[src/rtl/exp_stream_pkg.sv]
// exp_stream_pkg: shared sizes, counter widths and block type for the exponent stream
package exp_stream_pkg;
  localparam int REGISTER_SIZE = 32;
  localparam int BITS_IN_NUM = 2048;
  localparam int NUM_BLOCKS_PER_SQUARE = 2 * BITS_IN_NUM / REGISTER_SIZE;
  localparam int NUM_SQUARES = BITS_IN_NUM;
  localparam int BLOCK_CTR_W = $clog2(NUM_BLOCKS_PER_SQUARE);
  localparam int SQUARE_CTR_W = $clog2(NUM_SQUARES);
  typedef logic [REGISTER_SIZE-1:0] block_t;
  function automatic int ctr_w(input int n);
    return (n > 1) ? $clog2(n) : 1;
  endfunction
endpackage

[src/rtl/exponent_word_buffer.sv]
// exponent_word_buffer: two-entry cur/nxt exponent word buffer with load, retire and consume pulse
module exponent_word_buffer
  import exp_stream_pkg::*;
#(
  parameter int W = exp_stream_pkg::REGISTER_SIZE
) (
  input  logic         clk_in,
  input  logic         rst_in,
  input  logic [W-1:0] word_i,
  input  logic         valid_i,
  input  logic         retire_i,
  output logic [W-1:0] cur_o,
  output logic [W-1:0] nxt_o,
  output logic         cur_full_o,
  output logic         nxt_full_o,
  output logic         consumed_o
);
  logic [W-1:0] cur_q, cur_d, nxt_q, nxt_d, cur_r;
  logic cur_full_q, cur_full_d, nxt_full_q, nxt_full_d, cur_full_r, nxt_full_r;
  // retire first, then drop an accepted word into the lowest empty slot
  always_comb begin
    consumed_o = valid_i & ~rst_in & ~(cur_full_q & nxt_full_q);
    cur_r = retire_i ? nxt_q : cur_q;
    cur_full_r = retire_i ? nxt_full_q : cur_full_q;
    nxt_full_r = retire_i ? 1'b0 : nxt_full_q;
    cur_d = (consumed_o & ~cur_full_r) ? word_i : cur_r;
    cur_full_d = cur_full_r | consumed_o;
    nxt_d = (consumed_o & cur_full_r) ? word_i : nxt_q;
    nxt_full_d = nxt_full_r | (consumed_o & cur_full_r);
  end
  // buffer state register
  always_ff @(posedge clk_in) begin
    if (rst_in) begin
      cur_q <= '0;
      nxt_q <= '0;
      cur_full_q <= 1'b0;
      nxt_full_q <= 1'b0;
    end else begin
      cur_q <= cur_d;
      nxt_q <= nxt_d;
      cur_full_q <= cur_full_d;
      nxt_full_q <= nxt_full_d;
    end
  end
  assign cur_o = cur_q;
  assign nxt_o = nxt_q;
  assign cur_full_o = cur_full_q;
  assign nxt_full_o = nxt_full_q;
endmodule

[src/rtl/square_exponent_selector.sv]
// square_exponent_selector: forwards squares whose exponent bit is set; SQUARE_SELECTOR_COUNT_EN adds selected_count_out
module square_exponent_selector
  import exp_stream_pkg::*;
#(
  parameter int REGISTER_SIZE = exp_stream_pkg::REGISTER_SIZE,
  parameter int BITS_IN_NUM = exp_stream_pkg::BITS_IN_NUM
) (
  input  logic                     clk_in,
  input  logic                     rst_in,
  input  logic [REGISTER_SIZE-1:0] square_block_in,
  input  logic                     square_valid_in,
  input  logic [REGISTER_SIZE-1:0] exponent_block_in,
  input  logic                     exponent_valid_in,
  output logic                     consumed_exponent_out,
  output logic [REGISTER_SIZE-1:0] selected_block_out,
  output logic                     selected_valid_out,
  output logic                     selected_first_out,
  output logic                     selected_last_out,
  output logic                     done_out,
  output logic                     none_selected_out,
`ifdef SQUARE_SELECTOR_COUNT_EN
  output logic [$clog2(BITS_IN_NUM+1)-1:0] selected_count_out,
`endif
  output logic                     underrun_out
);
  localparam int NUM_BLOCKS_PER_SQUARE = 2 * BITS_IN_NUM / REGISTER_SIZE;
  localparam int NUM_SQUARES = BITS_IN_NUM;
  localparam int BW = ctr_w(NUM_BLOCKS_PER_SQUARE);
  localparam int SW = ctr_w(NUM_SQUARES);
  localparam int IW = ctr_w(REGISTER_SIZE);
  localparam int LAST_WORD_SQ = NUM_SQUARES - REGISTER_SIZE;
  logic [BW-1:0] block_ctr_q, block_ctr_d;
  logic [SW-1:0] square_ctr_q, square_ctr_d;
  logic [IW-1:0] bit_idx;
  logic [REGISTER_SIZE-1:0] cur_word, nxt_word, above, block_q, block_d;
  logic cur_full, nxt_full, retire;
  logic blk0, last_blk, last_sq, last_word, sel_now, take, no_higher, end_run;
  logic sel_q, sel_d, any_sel_q, any_sel_d, valid_q, valid_d, first_q, first_d;
  logic last_q, last_d, done_q, done_d, none_q, none_d, underrun_q, underrun_d;
  exponent_word_buffer #(.W(REGISTER_SIZE)) u_buf (
    .clk_in(clk_in),
    .rst_in(rst_in),
    .word_i(exponent_block_in),
    .valid_i(exponent_valid_in),
    .retire_i(retire),
    .cur_o(cur_word),
    .nxt_o(nxt_word),
    .cur_full_o(cur_full),
    .nxt_full_o(nxt_full),
    .consumed_o(consumed_exponent_out)
  );
  // position tracking, selection and lookahead for the final selected square
  always_comb begin
    bit_idx = square_ctr_q[IW-1:0];
    blk0 = block_ctr_q == '0;
    last_blk = block_ctr_q == BW'(NUM_BLOCKS_PER_SQUARE - 1);
    last_sq = square_ctr_q == SW'(NUM_SQUARES - 1);
    last_word = square_ctr_q >= SW'(LAST_WORD_SQ);
    sel_now = blk0 ? (cur_full & cur_word[bit_idx]) : sel_q;
    take = square_valid_in & sel_now;
    above = (cur_word >> bit_idx) >> 1;
    no_higher = (above == '0) & (last_word | ~nxt_full | (nxt_word == '0));
    end_run = square_valid_in & last_blk & last_sq;
    retire = square_valid_in & last_blk & (bit_idx == IW'(REGISTER_SIZE - 1));
    block_ctr_d = square_valid_in ? (last_blk ? '0 : block_ctr_q + 1'b1) : block_ctr_q;
    square_ctr_d = (square_valid_in & last_blk) ? (last_sq ? '0 : square_ctr_q + 1'b1) : square_ctr_q;
    sel_d = square_valid_in ? sel_now : sel_q;
    any_sel_d = end_run ? 1'b0 : (any_sel_q | take);
    block_d = square_block_in;
    valid_d = take;
    first_d = take & ~any_sel_q;
    last_d = take & last_blk & no_higher;
    done_d = end_run;
    none_d = end_run & ~(any_sel_q | take);
    underrun_d = underrun_q | (square_valid_in & blk0 & ~cur_full);
  end
  // counters, selection state and registered outputs
  always_ff @(posedge clk_in) begin
    if (rst_in) begin
      block_ctr_q <= '0;
      square_ctr_q <= '0;
      sel_q <= 1'b0;
      any_sel_q <= 1'b0;
      block_q <= '0;
      valid_q <= 1'b0;
      first_q <= 1'b0;
      last_q <= 1'b0;
      done_q <= 1'b0;
      none_q <= 1'b0;
      underrun_q <= 1'b0;
    end else begin
      block_ctr_q <= block_ctr_d;
      square_ctr_q <= square_ctr_d;
      sel_q <= sel_d;
      any_sel_q <= any_sel_d;
      block_q <= block_d;
      valid_q <= valid_d;
      first_q <= first_d;
      last_q <= last_d;
      done_q <= done_d;
      none_q <= none_d;
      underrun_q <= underrun_d;
    end
  end
  assign selected_block_out = block_q;
  assign selected_valid_out = valid_q;
  assign selected_first_out = first_q;
  assign selected_last_out = last_q;
  assign done_out = done_q;
  assign none_selected_out = none_q;
  assign underrun_out = underrun_q;
`ifdef SQUARE_SELECTOR_COUNT_EN
  localparam int CW = $clog2(BITS_IN_NUM + 1);
  logic [CW-1:0] count_q, count_d;
  // count selected squares; value survives the done cycle, then restarts
  always_comb begin
    count_d = (done_q ? '0 : count_q) + CW'(take & last_blk);
  end
  // selected square counter register
  always_ff @(posedge clk_in) begin
    if (rst_in) count_q <= '0;
    else count_q <= count_d;
  end
  assign selected_count_out = count_q;
`endif
endmodule

[config.mk]
export PLATFORM = sky130hd
export DESIGN_NAME = square_exponent_selector
export DESIGN_NICKNAME = d
export VERILOG_FILES = /design/src/rtl/exp_stream_pkg.sv /design/src/rtl/exponent_word_buffer.sv /design/src/rtl/square_exponent_selector.sv
export SDC_FILE = /design/constraint.sdc
export NUM_CORES = 1
export LEC_CHECK = 0
export ABC_AREA = 1
export BUFFER_PORTS_ARGS = -buffer_cell sky130_fd_sc_hd__buf_4
export CAP_MARGIN = 20
export CORE_ASPECT_RATIO = 0.8
export CORE_MARGIN = 5
export CORE_UTILIZATION = 51
export DETAILED_ROUTE_END_ITERATION = 6
export GPL_TIMING_DRIVEN = 0
export PLACE_DENSITY_LB_ADDON = 0.08
export SLEW_MARGIN = 20
export SYNTH_ARGS = -nofsm -noshare
export SYNTH_HDL_FRONTEND = slang
export SYNTH_SLANG_ARGS = --single-unit
[constraint.sdc]
create_clock -name clk_in -period 1.8 [get_ports clk_in]
set_input_delay 0.36 -clock clk_in [delete_from_list [all_inputs] [get_ports clk_in]]
set_output_delay 0.36 -clock clk_in [all_outputs]
set_load 0.02 [all_outputs]
### Yosys cells after proc, flatten, opt, wreduce, memory -nomap -nowiden

Cells that the tools add are included.

* add/subtract/negate cells: 2
* shifts and indexed selects: 1
* reduce and logical (&&, ||, !) cells: 5
* $lt $le $gt $ge: 2
* multiplexer cells: 9
* eq/ne operators: 3
* bitwise gates (word level): 30

Operator list (number)
* $logic_not 32->1: 2
* $mux 32: 2
* $shr 32x5->32: 1
* $and 1x1->1: 17
* $add 11x1->11 const B: 1
* $eq 11x11->1 const B: 1
* $ge 11x11->1 const B: 1
* $mux 11: 1
* $add 7x1->7 const B: 1
* $eq 7x7->1 const B: 1
* $logic_not 7->1: 1
* $mux 7: 1
* $not 1->1: 7
* $lt 5x6->1 const B: 1
* $or 1x1->1: 6
* $bmux 1 s5: 1
* $eq 5x5->1 const B: 1
* $mux 1: 4
* $reduce_bool 2->1: 1
* $reduce_or 2->1: 1

* bits of input ports: 68
* register bits: 124
* output and inout port bits: 39
* word-level logic and storage cells: 67

### Logic depth before layout (Yosys ltp)

Gate-level depths: netlist (run 1).

* depth after elaboration: 8
* mapped depth: 15
* gate-level depth less buffers: 13

### Modules after synthesis

A second synthesis (run 1) with hierarchy kept.

* cell total of the unflattened synthesis: 1047
* area, all modules: 6552.5 µm²

Modules (own cells, without submodules)
* square_exponent_selector: sequential area each 1161.1 µm², cells each 572, instances 1, area an instance 3442.1 µm²
* exponent_word_buffer: sequential area each 1321.3 µm², cells each 475, instances 1, area an instance 3110.5 µm²

### Worst setup path before layout (run 1)

OpenSTA, ideal clock, no wires.

* kind: flip-flop to flip-flop
* from: reg square_ctr_q[3]
* to: reg u_buf.cur_q[15] (netlist: u_buf.cur_o[15])
* clock period less this slack: 2.015 ns
* path buffers: 2
* path slack: -0.215 ns
* library setup time: 0.144 ns
* data arrival time: 1.871 ns
* cell stages (with the launch flop): 11
* required time: 1.656 ns
* cell sequence: dfxtp_1 buf_2 clkinv_1 nor3_1 ha_1 nand2_4 o21ai_4 nand2_4 buf_4 nor2_1 a311oi_2

* longest elaborated chain between the ends: 6
* elaborated cells on any way between the ends: 7
* classes of those cells: eq/ne: 1; mux: 2; bitwise: 3; reduce/logical: 1

RTL lines
* start: declaration: RTL line square_exponent_selector.sv:33 `logic [SW-1:0] square_ctr_q, square_ctr_d;`
* start signal: assignment: RTL line square_exponent_selector.sv:93 `square_ctr_q <= square_ctr_d;`
* $eq 5x5->1 *: RTL line square_exponent_selector.sv:64 `retire = square_valid_in & last_blk & (bit_idx == IW'(REGISTER_SIZE - 1));`
* $and 1x1->1 *: RTL line square_exponent_selector.sv:64
* $mux 1: RTL line exponent_word_buffer.sv:24 `cur_full_r = retire_i ? nxt_full_q : cur_full_q;`
* $not 1->1: RTL line exponent_word_buffer.sv:26 `cur_d = (consumed_o & ~cur_full_r) ? word_i : cur_r;`
* $and 1x1->1: RTL line exponent_word_buffer.sv:26
* $mux 32 / $reduce_bool 2->1 (equally long branches)
* end signal: assignment: RTL line exponent_word_buffer.sv:39 `cur_q <= cur_d;`
* end: declaration: RTL line exponent_word_buffer.sv:18 `logic [W-1:0] cur_q, cur_d, nxt_q, nxt_d, cur_r;`

Every way passes the cells marked *; elsewhere a longest branch is shown, timed or not.
A chain may end at the register's enable or synchronous reset.

### Worst setup path in the final report (run 1)

* from: reg square_ctr_q[0]
* to: reg u_buf.nxt_q[14] (netlist: u_buf.nxt_o[14])

* longest elaborated chain between the ends: 4

RTL lines
* $eq 5x5->1: RTL line square_exponent_selector.sv:64
* $and 1x1->1: RTL line square_exponent_selector.sv:64
* $mux 1: RTL line exponent_word_buffer.sv:24
* $and 1x1->1: RTL line exponent_word_buffer.sv:28 `nxt_d = (consumed_o & cur_full_r) ? word_i : nxt_q;`
* end signal: assignment: RTL line exponent_word_buffer.sv:40 `nxt_q <= nxt_d;`
* end: declaration: RTL line exponent_word_buffer.sv:18

No other way between the ends.

==> impl_metrics.csv, run 1 <==
group,metric,value,unit
placed_design,placed_area,0.00740,sq mm
sta,tns,-10.46,ns
yosys,synth_fp_nets,964,
layout,fin_util,0.730,
critical_path,worstPathArrival,2.37,ns
yosys,synth_cell_types,37,
power_and_ir_drop,pwr_density_cell,842,mW/mm^2
critical_path,r2r_start,"square_ctr_q[0]",
yosys,synth.area.top_cells,"dfxtp_1, nand2_1, nand3_1",
yosys,synthArstFlopShare,0,
global_routing,grt.total_usage,0.259,
placed_design,pre_cts_slack,-0.327,ns
job,cap_violations,0,
yosys,synth_seq_cells,124,
sta,fin_ws,-0.212,ns
power_and_ir_drop,p_leak,3.90,nW
sta,final_max_slew_viol_count,0,
outcome,status,"finished with violations",
global_routing,grt-ovfl-total,0,
sta,hold_violations,0,
routing,avgViaCountPerCell,5.51,
layout,drive_above_1_share,0.327,
sta,fin_worst_skew,0.00715,ns
global_routing,grt_max_degree,17,
layout,syn2layout_area_growth,40.6,%
routing,wl_met3,1730,um
yosys,syn_inst,891,
cts,cts-root-buf,"clkbuf_16",
floorplan,dieHeight,109,um
yosys,synth_edf_count,0,
power_and_ir_drop,fin_total_pwr,7.44,mW
sta,rsz0062_at_grt,"true",
routing,drt-pass1-iter-count,6,
critical_path,critical_path_class,"register to register",
layout,final_cells,1207,
cts,cts_tree,"yes",
placed_design,dp_cells,1148,
global_routing,grt_pass1_wl,30100,um
critical_path,cp_slowest_cell,"dfxtp_4",
sta,holdWs,0.134,ns
cts,clkSlewWorstSetupHoldPaths,0.06,ns
floorplan,fp.dieW,134,um
routing,vias,6650,
worst_hold_path,min-delay-path-class,"input pin to register",
yosys,yosys.area.top_type,"dfxtp_1",
placed_design,portBuffers,105,
layout,fin_nets,1116,
global_routing,grt_pass1_vias,6038,
floorplan,core_area,0.0121,sq mm
critical_path,reg2reg_slack,-0.21,ns
power_and_ir_drop,vdd_drop_max,0.695,mV
yosys,synth_top_area_frac,0.395,
cts,cts_buffer_depth,2,
sta,setup_viol,70,
critical_path,worstSetupStartpointType,"register",
outcome,violations,"negative setup slack",
sta,max_freq,497,MHz
cts,hold_buffers,0,
cts,cts_inserted_buffers,17,
routing,met1Wirelength,9070,um
cts,insertion_delay,0.43,ns
routing,top_layer,"met4",
layout,n_antenna_cell,0,
floorplan,top_level_ports,107,
floorplan,row_count,36,
routing,dr_wl_met2,8610,um
yosys,avgSynthCellArea,7.06,sq um
sta,worstMarginPinSlew,0.804,ns
sta,relSlewSlack,0.464,
yosys,netlist_area,0.00629,sq mm
routing,ant_nets,0,
sta,period_needed,2.01,ns
routing,drc_errors,0,
floorplan,start_util,0.519,
floorplan,die-area,0.0147,sq mm
critical_path,slowest_delay,0.37,ns
critical_path,critPathBufInv,4,
routing,drt_iter0_drc,685,
cts,cts_max_level,4,
cts,cts_sinks,124,
critical_path,crit_fanout,8,
critical_path,end_kind,"register",
placed_design,place_hpwl,13500,um
worst_hold_path,holdPathEnd,"selected_block_out[8]",
yosys,ys.flop_type,"dfxtp_1",
critical_path,cp_top_family,"simple AND/OR/NAND/NOR gates",
sta,finalCritPeriodShare,1.12,
yosys,ys_seq_area_frac,0.395,
critical_path,critPathRequiredTime,2.16,ns
worst_hold_path,whs_path_depth,3,
critical_path,r2r_end,"u_buf.nxt_o[14]",
worst_hold_path,min_from,"square_block_in[8]",
routing,routed_wirelength,19800,um
placed_design,gp_congestion,0.965,
critical_path,cp_cell_sequence,"ha_4 > inv_4 > nor3_4 > ha_4 > nand2_8 > o21ai_4 > buf_12 > inv_6 > nand2_8 > buf_8 > o21ai_2 > a21oi_2",
layout,final_area,0.00884,sq mm
global_routing,antenna_found_initial,0,
yosys,synth_warnings,0,
routing,avgRoutedWirePerCell,16.4,um
critical_path,rr_worst_depth,12,
==> worst min-delay path, delay by kind of cell <==
| kind | cells | cell delay, ns |
|---|---|---|
| buf+inv | 2 | 0.10 |
| simple gates | 1 | 0.06 |
==> registers in the layout, indices dropped and copies added (netlist names) <==
signal and cells:
u_buf.nxt_full_o 1, selected_first_out 1, any_sel_q 1, u_buf.nxt_o 32
underrun_out 1, none_selected_out 1, selected_last_out 1, block_ctr_q 7
sel_q 1, u_buf.cur_o 32, selected_block_out 32, square_ctr_q 11
done_out 1, selected_valid_out 1, u_buf.cur_full_o 1
==> logic make-up after synthesis <==
logic type / share of synthesized area
compound gates: 0.144
mux: 0.00159
fa+ha+maj: 0.00995
xor+xnor: 0.00557
flops: 0.395
buf+inv: 0.0965
simple gates: 0.348
==> report_power, final <==
group | internal [mW] | leakage, nW | switching (mW)
Combinational | 0.458 | 2.59 | 0.594
Clock | 2.14 | 0.283 | 1.27
Sequential | 2.88 | 1.02 | 0.101
==> layout by cell type (no fill, tap or decap), types with 3 or more instances in the layout <==
cell type and instances:
a211oi_1 4, a21oi_1 32, a21oi_2 7, a311oi_2 32, buf_12 7, buf_2 8
buf_4 126, buf_6 9, buf_8 5, clkbuf_1 13, clkbuf_16 21, clkbuf_2 4
clkbuf_4 6, clkbuf_8 3, clkinvlp_4 3, dfxtp_1 119, dfxtp_4 3, ha_4 3
inv_1 83, inv_6 4, nand2_1 235, nand2_2 5, nand2_4 4, nand2_8 3
nand3_1 109, nand3_2 16, nand4_1 13, nor2_1 67, nor2_2 25, nor2_4 13
nor3_1 5, nor3_2 3, o21ai_0 6, o21ai_1 7, o21ai_2 16, o21ai_4 3
xor2_1 3
==> final cells by class <==
type,instances,area (sq um)
Clock inverter,9,111
Buffer,49,434
Clock buffer,22,474
Sequential cell,124,2500
Tap cell,152,190
Fill cell,947,3270
Multi-Input combinational cell,629,3690
Timing Repair Buffer,132,1080
Inverter,90,367
==> metal layers <==
metal  vias up  GRT usage
li1       3235          -
met1      3050      0.374
met2       313      0.392
met3        52     0.0522
met4         0     0.0799
met5         -          0
==> worst max-delay path by stage <==
stage                               start                 to  slack, ns  depth (start not counted)
after floorplan            block_ctr_q[0]     u_buf.cur_o[0]      -0.02                         11
after global placement    square_ctr_q[0]  selected_last_out      -0.36                         15
after detailed placement  square_ctr_q[0]  selected_last_out      -0.33                         15
after CTS                 square_ctr_q[2]    u_buf.nxt_o[24]      -0.11                         11
after global routing      square_ctr_q[0]     u_buf.cur_o[0]      -0.29                         10
final                     square_ctr_q[0]    u_buf.nxt_o[14]      -0.21                         12
==> cells in the mapped netlist (3+ instances only) <==
cell type / instances
nand2_1: 239
nand3_1: 125
dfxtp_1: 124
nor2_1: 104
inv_1: 86
a21oi_1: 39
a311oi_2: 32
buf_2: 20
clkbuf_1: 20
o21ai_1: 17
o21ai_0: 14
nand4_1: 13
nor3_1: 9
buf_6: 5
ha_1: 5
a211oi_1: 4
buf_4: 4
inv_2: 3
nand2_4: 3
xor2_1: 3
==> repair_timing <==
item | 4_1_cts | 5_1_grt
gates cloned | 4 | 6
endpoints found under the setup margin | 76 | 81
pin swaps | 12 | 13
gates resized for setup | 51 | 115
buffers inserted | 17 | 3
No activity file was read; power rests on OpenSTA's default activity.
==> run 2: changes to the inputs <==
--- a/config.mk
+++ b/config.mk
@@ -10,11 +10,12 @@
 export CAP_MARGIN = 20
 export CORE_ASPECT_RATIO = 0.8
 export CORE_MARGIN = 5
-export CORE_UTILIZATION = 51
+export CORE_UTILIZATION = 50
 export DETAILED_ROUTE_END_ITERATION = 6
 export GPL_TIMING_DRIVEN = 0
 export PLACE_DENSITY_LB_ADDON = 0.08
 export SLEW_MARGIN = 20
 export SYNTH_ARGS = -nofsm -noshare
 export SYNTH_HDL_FRONTEND = slang
+export SYNTH_HIERARCHICAL = 1
 export SYNTH_SLANG_ARGS = --single-unit
==> impl_metrics.csv, run 2 <==
group,metric,value,unit
yosys,yosys.area.top_type,"dfxtp_1",
layout,layout_commonest_cell,"nand2_1",
critical_path,worstPathArrival,2.44,ns
sta,finalCritPeriodShare,1.19,
layout,syn2layout_area_growth,47.1,%
placed_design,gp_congestion,0.936,
floorplan,core_area,0.0129,sq mm
yosys,syn_inst,1047,
sta,worstMarginPinSlew,0.606,ns
critical_path,cp_top_family,"simple AND/OR/NAND/NOR gates",
sta,rsz0062_at_grt,"true",
critical_path,critPathRequiredTime,2.09,ns
sta,fin_ws,-0.350,ns
global_routing,antenna_found_initial,0,
sta,max_freq,465,MHz
yosys,synthAdderAreaFrac,0.00955,
yosys,synthArstFlopShare,0,
critical_path,r2r_start,"block_ctr_q[1]",
sta,period_needed,2.15,ns
critical_path,worstSetupStartpointType,"register",
cts,clkSlewWorstSetupHoldPaths,0.06,ns
global_routing,grt_pass1_wl,32700,um
cts,cts_sinks,124,
yosys,synth-xor-area-share,0.00134,
global_routing,grt_max_degree,17,
layout,n_antenna_cell,0,
cts,cts_tree,"yes",
critical_path,cp_cell_sequence,"ha_4 > nand2_4 > nor2_4 > nand3_4 > nor2_4 > inv_2 > buf_6 > nor2_4 > buf_6 > nand2_2 > nand2_8 > buf_4 > nand3_1 > nand2_1 > a21oi_1",
yosys,synth_fp_nets,1120,
yosys,yosysMostFrequentCell,"nand2_1",
sta,final_max_slew_viol_count,0,
cts,cts_max_level,4,
critical_path,crit_top_cell,"nor2_4",
outcome,status,"finished with violations",
routing,routed_wirelength,21500,um
placed_design,portBuffers,105,
routing,avgRoutedWirePerCell,15.4,um
sta,fin_worst_skew,0.00517,ns
power_and_ir_drop,p_leak,4.60,nW
yosys,ys_top_cells_by_count,"nand2_1, nand3_1, nor2_1",
floorplan,fp.dieW,138,um
sta,hold_violations,0,
critical_path,slowest_delay,0.35,ns
power_and_ir_drop,vdd_drop_max,0.778,mV
global_routing,grt_pass1_vias,6694,
layout,fin_nets,1280,
routing,drt-pass1-iter-count,6,
yosys,synth_mux_area_frac,0,
routing,drt_iter0_drc,768,
job,cap_violations,0,
yosys,synth_cell_types,37,
worst_hold_path,min-delay-path-class,"input pin to register",
routing,ant_nets,0,
worst_hold_path,min_from,"square_block_in[29]",
critical_path,crit_path_start,"block_ctr_q[1]",
floorplan,start_util,0.509,
yosys,avgSynthCellArea,6.26,sq um
yosys,synth_warnings,6,
outcome,violations,"negative setup slack",
yosys,synth_edf_count,0,
critical_path,critical_path_class,"register to register",
cts,insertion_delay,0.42,ns
critical_path,critPathBufInv,4,
power_and_ir_drop,pwr_density_cell,795,mW/mm^2
routing,avgViaCountPerCell,5.47,
critical_path,cp_slowest_cell,"dfxtp_2",
routing,vias,7628,
cts,cts_buffer_depth,2,
floorplan,dieHeight,112,um
critical_path,crit_fanout,10,
cts,hold_buffers,0,
yosys,ys.flop_type,"dfxtp_1",
floorplan,row_count,37,
yosys,synth-simple-area-share,0.443,
layout,most-common-layout-cells,"nand2_1, nand3_1, nor2_1",
global_routing,grt.total_usage,0.264,
critical_path,end_kind,"register",
floorplan,top_level_ports,107,
placed_design,place_hpwl,14000,um
yosys,ys_seq_area_frac,0.379,
yosys,synth_seq_cells,124,
layout,drive_above_1_share,0.325,
sta,relSlewSlack,0.596,
yosys,synth-compound-area-share,0.0622,
layout,final_cells,1395,
routing,drc_errors,0,
yosys,synth_top_family_by_area,"simple AND/OR/NAND/NOR gates",
floorplan,die-area,0.0155,sq mm
sta,tns,-19.77,ns
global_routing,grt-ovfl-total,0,
placed_design,dp_cells,1327,
yosys,synth.area.top_cells,"dfxtp_1, nand2_1, nand3_1",
cts,cts_inserted_buffers,17,
yosys,synth_top_area_frac,0.379,
yosys,netlist_area,0.00655,sq mm
cts,cts-root-buf,"clkbuf_16",
sta,setup_viol,68,
## run 2: timing repair
action	in CTS	in global routing
pin swaps	50	50
buffers inserted	19	12
gates resized for setup	91	198
cloned	8	1
endpoints found under the hold margin	0	0
endpoints found under the setup margin	81	81
## run 2: worst paths after layout
check,end,slack (ns),depth (start not counted)
setup / recovery,u_buf/cur_o[20],-0.35,15
hold / removal,selected_block_out[29],0.14,3
setup reg to reg,u_buf/cur_o[20],-0.35,15
hold reg to reg,selected_first_out,0.41,1
## run 2: routing by layer
| metal | track usage | up-vias | wire length, um | part of all wire |
|---|---|---|---|---|
| met5 | 0 | - | 0 | 0 |
| met4 | 0.0836 | 0 | 481 | 0.022 |
| met3 | 0.0766 | 57 | 2220 | 0.10 |
| met2 | 0.379 | 373 | 9520 | 0.44 |
| met1 | 0.379 | 3533 | 9290 | 0.43 |
| li1 | - | 3665 | - | - |
## run 2: kinds of logic after synthesis
family          after synthesis
fa+ha+maj                     5
simple gates                677
buf+inv                     163
compound gates               77
xor+xnor                      1
flops                       124
## run 2: worst min-delay path, cell delays in order
cell,delay (ns)
buf_4,0.08
inv_1,0.03
nor2_1,0.06
## run 2: through the flow
step | hold WS, ns | util | instance area (sq um) | total power [mW] | setup slack, ns
after floorplan | 0.393 | - | 6680 | 3.60 | -0.210
after global placement | 0.401 | 0.597 | 7690 | 3.93 | -0.646
after detailed placement | 0.401 | 0.597 | 7690 | 3.94 | -0.656
after CTS | 0.126 | 0.686 | 8830 | 7.59 | -0.255
after global routing | 0.120 | 0.749 | 9640 | 7.98 | -0.443
final | 0.137 | 0.749 | 9640 | 7.67 | -0.350
## run 2: area by class of cell
type,instances,area (sq um)
fill,1012,3230
multi-input combinational,761,4180
tap,175,219
clock buffer,18,429
buffer,58,528
timing repair buffer,141,1160
sequential,124,2490
inverter,104,432
clock inverter,14,194
## run 2: where the power goes
part           internal (mW)  leakage (nW)  switching (mW)  total, mW
Combinational          0.472          3.28           0.625       1.10
Clock                   2.32         0.301            1.27       3.59
Sequential              2.88          1.02           0.102       2.98
Total                   5.67          4.60            2.00       7.67
